## src/rtl/dmem_arbiter.sv

```systemverilog
// Two-port round-robin arbiter and access sequencer for the 1 KiB byte-addressed data memory.
// Each access runs IDLE -> ACCESS -> RESP; rejected requests skip ACCESS and never touch memory.
module dmem_arbiter #(
  parameter int ADDR_W    = 11,
  parameter int MEM_BYTES = 1024
) (
  input  logic              clk,
  input  logic              rst,

  input  logic              m0_req,
  input  logic              m0_we,
  input  logic [1:0]        m0_size,
  input  logic [ADDR_W-1:0] m0_addr,
  input  logic [31:0]       m0_wdata,
  output logic              m0_ack,
  output logic [31:0]       m0_rdata,
  output logic              m0_err,

  input  logic              m1_req,
  input  logic              m1_we,
  input  logic [1:0]        m1_size,
  input  logic [ADDR_W-1:0] m1_addr,
  input  logic [31:0]       m1_wdata,
  output logic              m1_ack,
  output logic [31:0]       m1_rdata,
  output logic              m1_err,

  output logic              busy,
  output logic              cs,
  output logic              DM_R,
  output logic              DM_W_W,
  output logic              DM_W_H,
  output logic              DM_W_B,
  output logic [ADDR_W-1:0] DM_addr,
  output logic [31:0]       DM_data_in,
  input  logic [31:0]       DM_data_out
);

  localparam logic [1:0] SZ_BYTE = 2'b00;
  localparam logic [1:0] SZ_HALF = 2'b01;
  localparam logic [1:0] SZ_WORD = 2'b10;
  localparam logic [ADDR_W:0] MEM_LIMIT = (ADDR_W+1)'(MEM_BYTES);

  typedef enum logic [1:0] {
    S_IDLE   = 2'd0,
    S_ACCESS = 2'd1,
    S_RESP   = 2'd2
  } state_t;

  typedef struct packed {
    logic              we;
    logic [1:0]        size;
    logic [ADDR_W-1:0] addr;
    logic [31:0]       wdata;
  } req_t;

  function automatic logic [ADDR_W:0] size_bytes(input logic [1:0] sz);
    case (sz)
      SZ_BYTE: return (ADDR_W+1)'(1);
      SZ_HALF: return (ADDR_W+1)'(2);
      default: return (ADDR_W+1)'(4);
    endcase
  endfunction

  // Misalignment, the illegal size code, or any byte past the end of memory rejects the access.
  function automatic logic access_bad(input logic [1:0] sz, input logic [ADDR_W-1:0] a);
    logic misaligned;
    case (sz)
      SZ_BYTE: misaligned = 1'b0;
      SZ_HALF: misaligned = a[0];
      SZ_WORD: misaligned = |a[1:0];
      default: misaligned = 1'b1;
    endcase
    return misaligned || (({1'b0, a} + size_bytes(sz)) > MEM_LIMIT);
  endfunction

  function automatic logic [31:0] extract(input logic [31:0] d, input logic [1:0] sz);
    case (sz)
      SZ_BYTE: return {24'b0, d[7:0]};
      SZ_HALF: return {16'b0, d[15:0]};
      default: return d;
    endcase
  endfunction

  state_t            state_q, state_d;
  logic              last_grant_q, last_grant_d;
  logic              port_q, port_d;
  logic              we_q, we_d;
  logic [1:0]        size_q, size_d;

  logic              cs_d, rd_d, ww_d, wh_d, wb_d;
  logic [ADDR_W-1:0] addr_d;
  logic [31:0]       wdata_d;
  logic              ack0_d, ack1_d, err0_d, err1_d;
  logic [31:0]       rdata0_d, rdata1_d;

  req_t              req0, req1, sel;
  logic              grant;
  logic              sel_bad;
  logic [31:0]       load_data;

  assign req0 = '{we: m0_we, size: m0_size, addr: m0_addr, wdata: m0_wdata};
  assign req1 = '{we: m1_we, size: m1_size, addr: m1_addr, wdata: m1_wdata};

  // Under contention the port that did not win last time goes next.
  assign grant   = (m0_req && m1_req) ? ~last_grant_q : m1_req;
  assign sel     = grant ? req1 : req0;
  assign sel_bad = access_bad(sel.size, sel.addr);

  assign load_data = we_q ? 32'b0 : extract(DM_data_out, size_q);
  assign busy      = (state_q != S_IDLE);

  always_comb begin
    // NOTE: every signal driven here gets a default first, so no branch can leave one unassigned and infer a latch.
    state_d      = state_q;
    last_grant_d = last_grant_q;
    port_d       = port_q;
    we_d         = we_q;
    size_d       = size_q;
    addr_d       = DM_addr;
    wdata_d      = DM_data_in;
    cs_d         = 1'b0;
    rd_d         = 1'b0;
    ww_d         = 1'b0;
    wh_d         = 1'b0;
    wb_d         = 1'b0;
    ack0_d       = 1'b0;
    ack1_d       = 1'b0;
    err0_d       = 1'b0;
    err1_d       = 1'b0;
    rdata0_d     = m0_rdata;
    rdata1_d     = m1_rdata;

    unique case (state_q)
      S_IDLE: begin
        if (m0_req || m1_req) begin
          port_d       = grant;
          last_grant_d = grant;
          we_d         = sel.we;
          size_d       = sel.size;
          if (sel_bad) begin
            state_d = S_RESP;
            if (grant) begin
              ack1_d   = 1'b1;
              err1_d   = 1'b1;
              rdata1_d = 32'b0;
            end else begin
              ack0_d   = 1'b1;
              err0_d   = 1'b1;
              rdata0_d = 32'b0;
            end
          end else begin
            state_d = S_ACCESS;
            addr_d  = sel.addr;
            wdata_d = sel.wdata;
            cs_d    = 1'b1;
            rd_d    = ~sel.we;
            wb_d    = sel.we && (sel.size == SZ_BYTE);
            wh_d    = sel.we && (sel.size == SZ_HALF);
            ww_d    = sel.we && (sel.size == SZ_WORD);
          end
        end
      end

      S_ACCESS: begin
        // Memory read data is combinational from DM_addr, so it is valid to capture here.
        state_d = S_RESP;
        if (port_q) begin
          ack1_d   = 1'b1;
          rdata1_d = load_data;
        end else begin
          ack0_d   = 1'b1;
          rdata0_d = load_data;
        end
      end

      S_RESP: state_d = S_IDLE;

      default: state_d = S_IDLE;
    endcase
  end

  always_ff @(posedge clk) begin
    // NOTE: sequential state uses non-blocking assignments so every flop samples pre-edge values.
    if (rst) begin
      state_q      <= S_IDLE;
      last_grant_q <= 1'b1;
      port_q       <= 1'b0;
      we_q         <= 1'b0;
      size_q       <= 2'b00;
      cs           <= 1'b0;
      DM_R         <= 1'b0;
      DM_W_W       <= 1'b0;
      DM_W_H       <= 1'b0;
      DM_W_B       <= 1'b0;
      DM_addr      <= '0;
      DM_data_in   <= 32'b0;
      m0_ack       <= 1'b0;
      m1_ack       <= 1'b0;
      m0_err       <= 1'b0;
      m1_err       <= 1'b0;
      m0_rdata     <= 32'b0;
      m1_rdata     <= 32'b0;
    end else begin
      state_q      <= state_d;
      last_grant_q <= last_grant_d;
      port_q       <= port_d;
      we_q         <= we_d;
      size_q       <= size_d;
      cs           <= cs_d;
      DM_R         <= rd_d;
      DM_W_W       <= ww_d;
      DM_W_H       <= wh_d;
      DM_W_B       <= wb_d;
      DM_addr      <= addr_d;
      DM_data_in   <= wdata_d;
      m0_ack       <= ack0_d;
      m1_ack       <= ack1_d;
      m0_err       <= err0_d;
      m1_err       <= err1_d;
      m0_rdata     <= rdata0_d;
      m1_rdata     <= rdata1_d;
    end
  end

endmodule

```

## config.mk

```make
export PLATFORM = sky130hd
export DESIGN_NAME = dmem_arbiter
export DESIGN_NICKNAME = d
export VERILOG_FILES = /design/src/rtl/dmem_arbiter.sv
export SDC_FILE = /design/constraint.sdc
export NUM_CORES = 1
export LEC_CHECK = 0
export ABC_AREA = 0
export CAP_MARGIN = 25
export CORE_UTILIZATION = 45
export DETAILED_ROUTE_END_ITERATION = 16
export GPL_TIMING_DRIVEN = 1
export HOLD_SLACK_MARGIN = 0.12
export PLACE_DENSITY_LB_ADDON = 0.08
export SLEW_MARGIN = 20
export SYNTH_ARGS = -nofsm -noshare
export SYNTH_HDL_FRONTEND = slang
export SYNTH_SLANG_ARGS = --single-unit
```

## constraint.sdc

```tcl
create_clock -name clk -period 5.5 [get_ports clk]
set_input_delay 0.55 -clock clk [delete_from_list [all_inputs] [get_ports clk]]
set_output_delay 0.55 -clock clk [all_outputs]
set_load 0.02 [all_outputs]
```

==> impl_results.md <==
- CTS Root Cell: clkbuf_16
- Critical path required time: slightly below 6 ns
- Post-synth top area share: 44.5%
- Die height: between 100 and 150 µm
- Initial antenna violation count: 0
- DR iter-0 viols: about 500
- HP Class: flop to flop
- Worst-Skew Late Latency: 0.42 ns
- Die width: ~110 µm
- Largest net degree at the start of global routing: between 100 and 150
- Total power: 2710 µW
- Post-detail-place hpwl: 11.6 mm
- Grt ovf: 0
- Synth Cell Area: roughly 5500 µm²
- First-pass GRT wire length: about 28 mm
- Share of layout cells above drive strength 1: 7.27%
- Max Cap Violations: 0
- All-layer global routing usage: between 20% and 30%
- Die Area: between 10000 and 15000 µm²
- EDFF count, synth: 0
- Vias after detailed routing: roughly 5800
- RSZ-0062 raised after global routing: no
- Syn nets: about 750
- Max IR drop VDD: about 0.2 mV
- Ys flop type: dfxtp_1
- Buffers added on ports: between 200 and 250
- Area Growth Syn to Fin: 56.5%
- Htree depth: 4
- Post-CTS Resized: 0
- Max-slew violation count: 0
- CTS sink count: around 120
- Final setup TNS: 0 ns
- Row count: 40
- CP endpoint kind: flop
- Clk buf depth: 2
- Synth Register Bits: between 100 and 150
- Power Dens Cells: approximately 310 nW/µm²
- Min Tclk post-route: 4.86 ns
- Final net count: ~960
- Dominant cell by count in the synthesized netlist: dfxtp_1
- DRT Wirelength: ~18 mm
- Synth Instances: 619
- Least-Margin Pin Slew: roughly 1.1 ns
- Post-CTS Setup Inserts: 0
- Final Skew: 0.0127 ns
- Share of flip-flops with an asynchronous set or reset: 0%
- FF-to-FF setup slack: 1.00 ns
- Synth Warn #: 0
- Ant. Diodes: 0
- Vias in the first global route: around 5700
- Hold_buf cts: 0
- Final WS setup: about 0.64 ns
- GP Congestion: a little under 0.8
- TritonRoute pass-1 iters: 5
- Synth top area cells: dfxtp_1, nand3b_1, nand2_1
- Final Hold Vio Count: 0
- Startpoint types: input pin
- Crit path max fanout: 46
- Post-place setup slack: ~0.44 ns
- F_max: approximately 210 MHz
- Area leader, netlist: dfxtp_1
- Distinct cell type count after synthesis: 49
- Post-synth top cells: dfxtp_1, nand2_1, o22ai_1
- Total CTS buffers: 17
- Wire length per cell: roughly 18 µm
- Core ar.: 12000 µm²
- Outcome: complete, no violations
- Routed Antenna Nets: 0
- DRC viols: 0
- Seq/Total Area, Yosys: 44.5%
- Ports: around 250
- Static Leak: 0.00293 µW
- Worst slew margin: 27.1%
- Via/cell ratio: between 5 and 6
- Arrival time at the worst endpoint: ~5.2 ns
- Syn_area_per_cell: 8.95 µm²
- CTS tree: yes
- Initial core utilization: 46.1%
- Worst-path clk slew: approximately 0.05 ns
- Tcrit/Tclk final: around 90%
- Crit Path Class: input pin to flop
- Final setup vio count: 0
-- power breakdown --
group | switching (µW) | internal (µW)
clock | 399 | 827
sequential | 27.7 | 935
combinational | 275 | 247
-- sequential cells by signal, indices dropped and copies added (netlist names) --
register and cells:
we_q 1, DM_data_in 32, port_q 1, cs 1
DM_W_H 1, last_grant_q 1, DM_W_W 1, state_q 2
size_q 2, m1_ack 1, m0_rdata 32, m1_err 1
DM_addr 11, m1_rdata 32, m0_ack 1, DM_W_B 1
DM_R 1, m0_err 1
-- area by class of cell --
class	instances	area (µm²)
clock buffer	21	460
clock inverter	11	191
fill	939	3340
inverter	7	26.3
multi-input combinational	421	2800
sequential	123	2460
tap	147	184
timing repair buffer	256	2540
-- cell usage in the layout (no fill, tap or decap), types with 4 or more instances in the layout --
master             n
a211oi_1           5
a21oi_1            6
a311oi_1          38
a41oi_1           40
buf_4             12
bufinv_16          5
clkbuf_16         17
clkdlybuf4s50_1  243
dfxtp_1          123
inv_1              7
mux2i_1            8
nand2_1          119
nand2b_1           8
nand3b_1          65
nor2_1            11
nor3_1             4
nor4_1             5
o22ai_1           66
-- layer usage --
| layer | vias to the layer above | wire, µm | track usage [%] |
|---|---|---|---|
| met5 | - | 0 | 0 |
| met4 | 0 | 419 | 10.6 |
| met3 | 38 | 1200 | 8.30 |
| met2 | 253 | 8770 | 47.2 |
| met1 | 2777 | 7490 | 33.4 |
| li1 | 2758 | - | - |
-- path summary, 6_finish.rpt --
path / from / to / depth (start not counted)
max: m1_req / DM_W_W / 15
min: DM_addr[3] / DM_addr[3] / 2
max reg2reg: last_grant_q / DM_W_W / 14
min reg2reg: DM_addr[3] / DM_addr[3] / 2
-- stage by stage --
step	cell area, µm²	utilization [%]	instances	hold WS [ns]
floorplan	5540	-	619	0.462
finish	8670	72.2	986	0.480
CTS	8650	72.0	985	0.478
global placement	8000	66.6	953	0.470
global route	8670	72.2	986	0.510
detailed placement	8000	66.6	953	0.471
-- cells by family after synthesis --
family,share of synthesized area (%)
AO/OA/AOI/OAI,24.0
XOR/XNOR,0.158
adder cells (fa/ha/maj),1.04
buffers and inverters,5.85
flip-flops,44.5
multiplexers,2.39
AND/OR/NAND/NOR,22.1
-- critical path, cell delays in order --
cell	delay, ns
clkdlybuf4s50_1	0.53
a21boi_4	0.23
buf_4	0.47
nand2_1	0.12
nand2_1	0.19
ha_1	0.22
inv_1	0.06
fa_1	0.42
xnor2_1	0.15
nor3b_1	0.31
nor4b_1	0.42
or3_1	0.28
buf_4	0.38
nand4_1	0.34
nor4_1	0.46
Note: power is estimated with default switching activity, not from simulation.
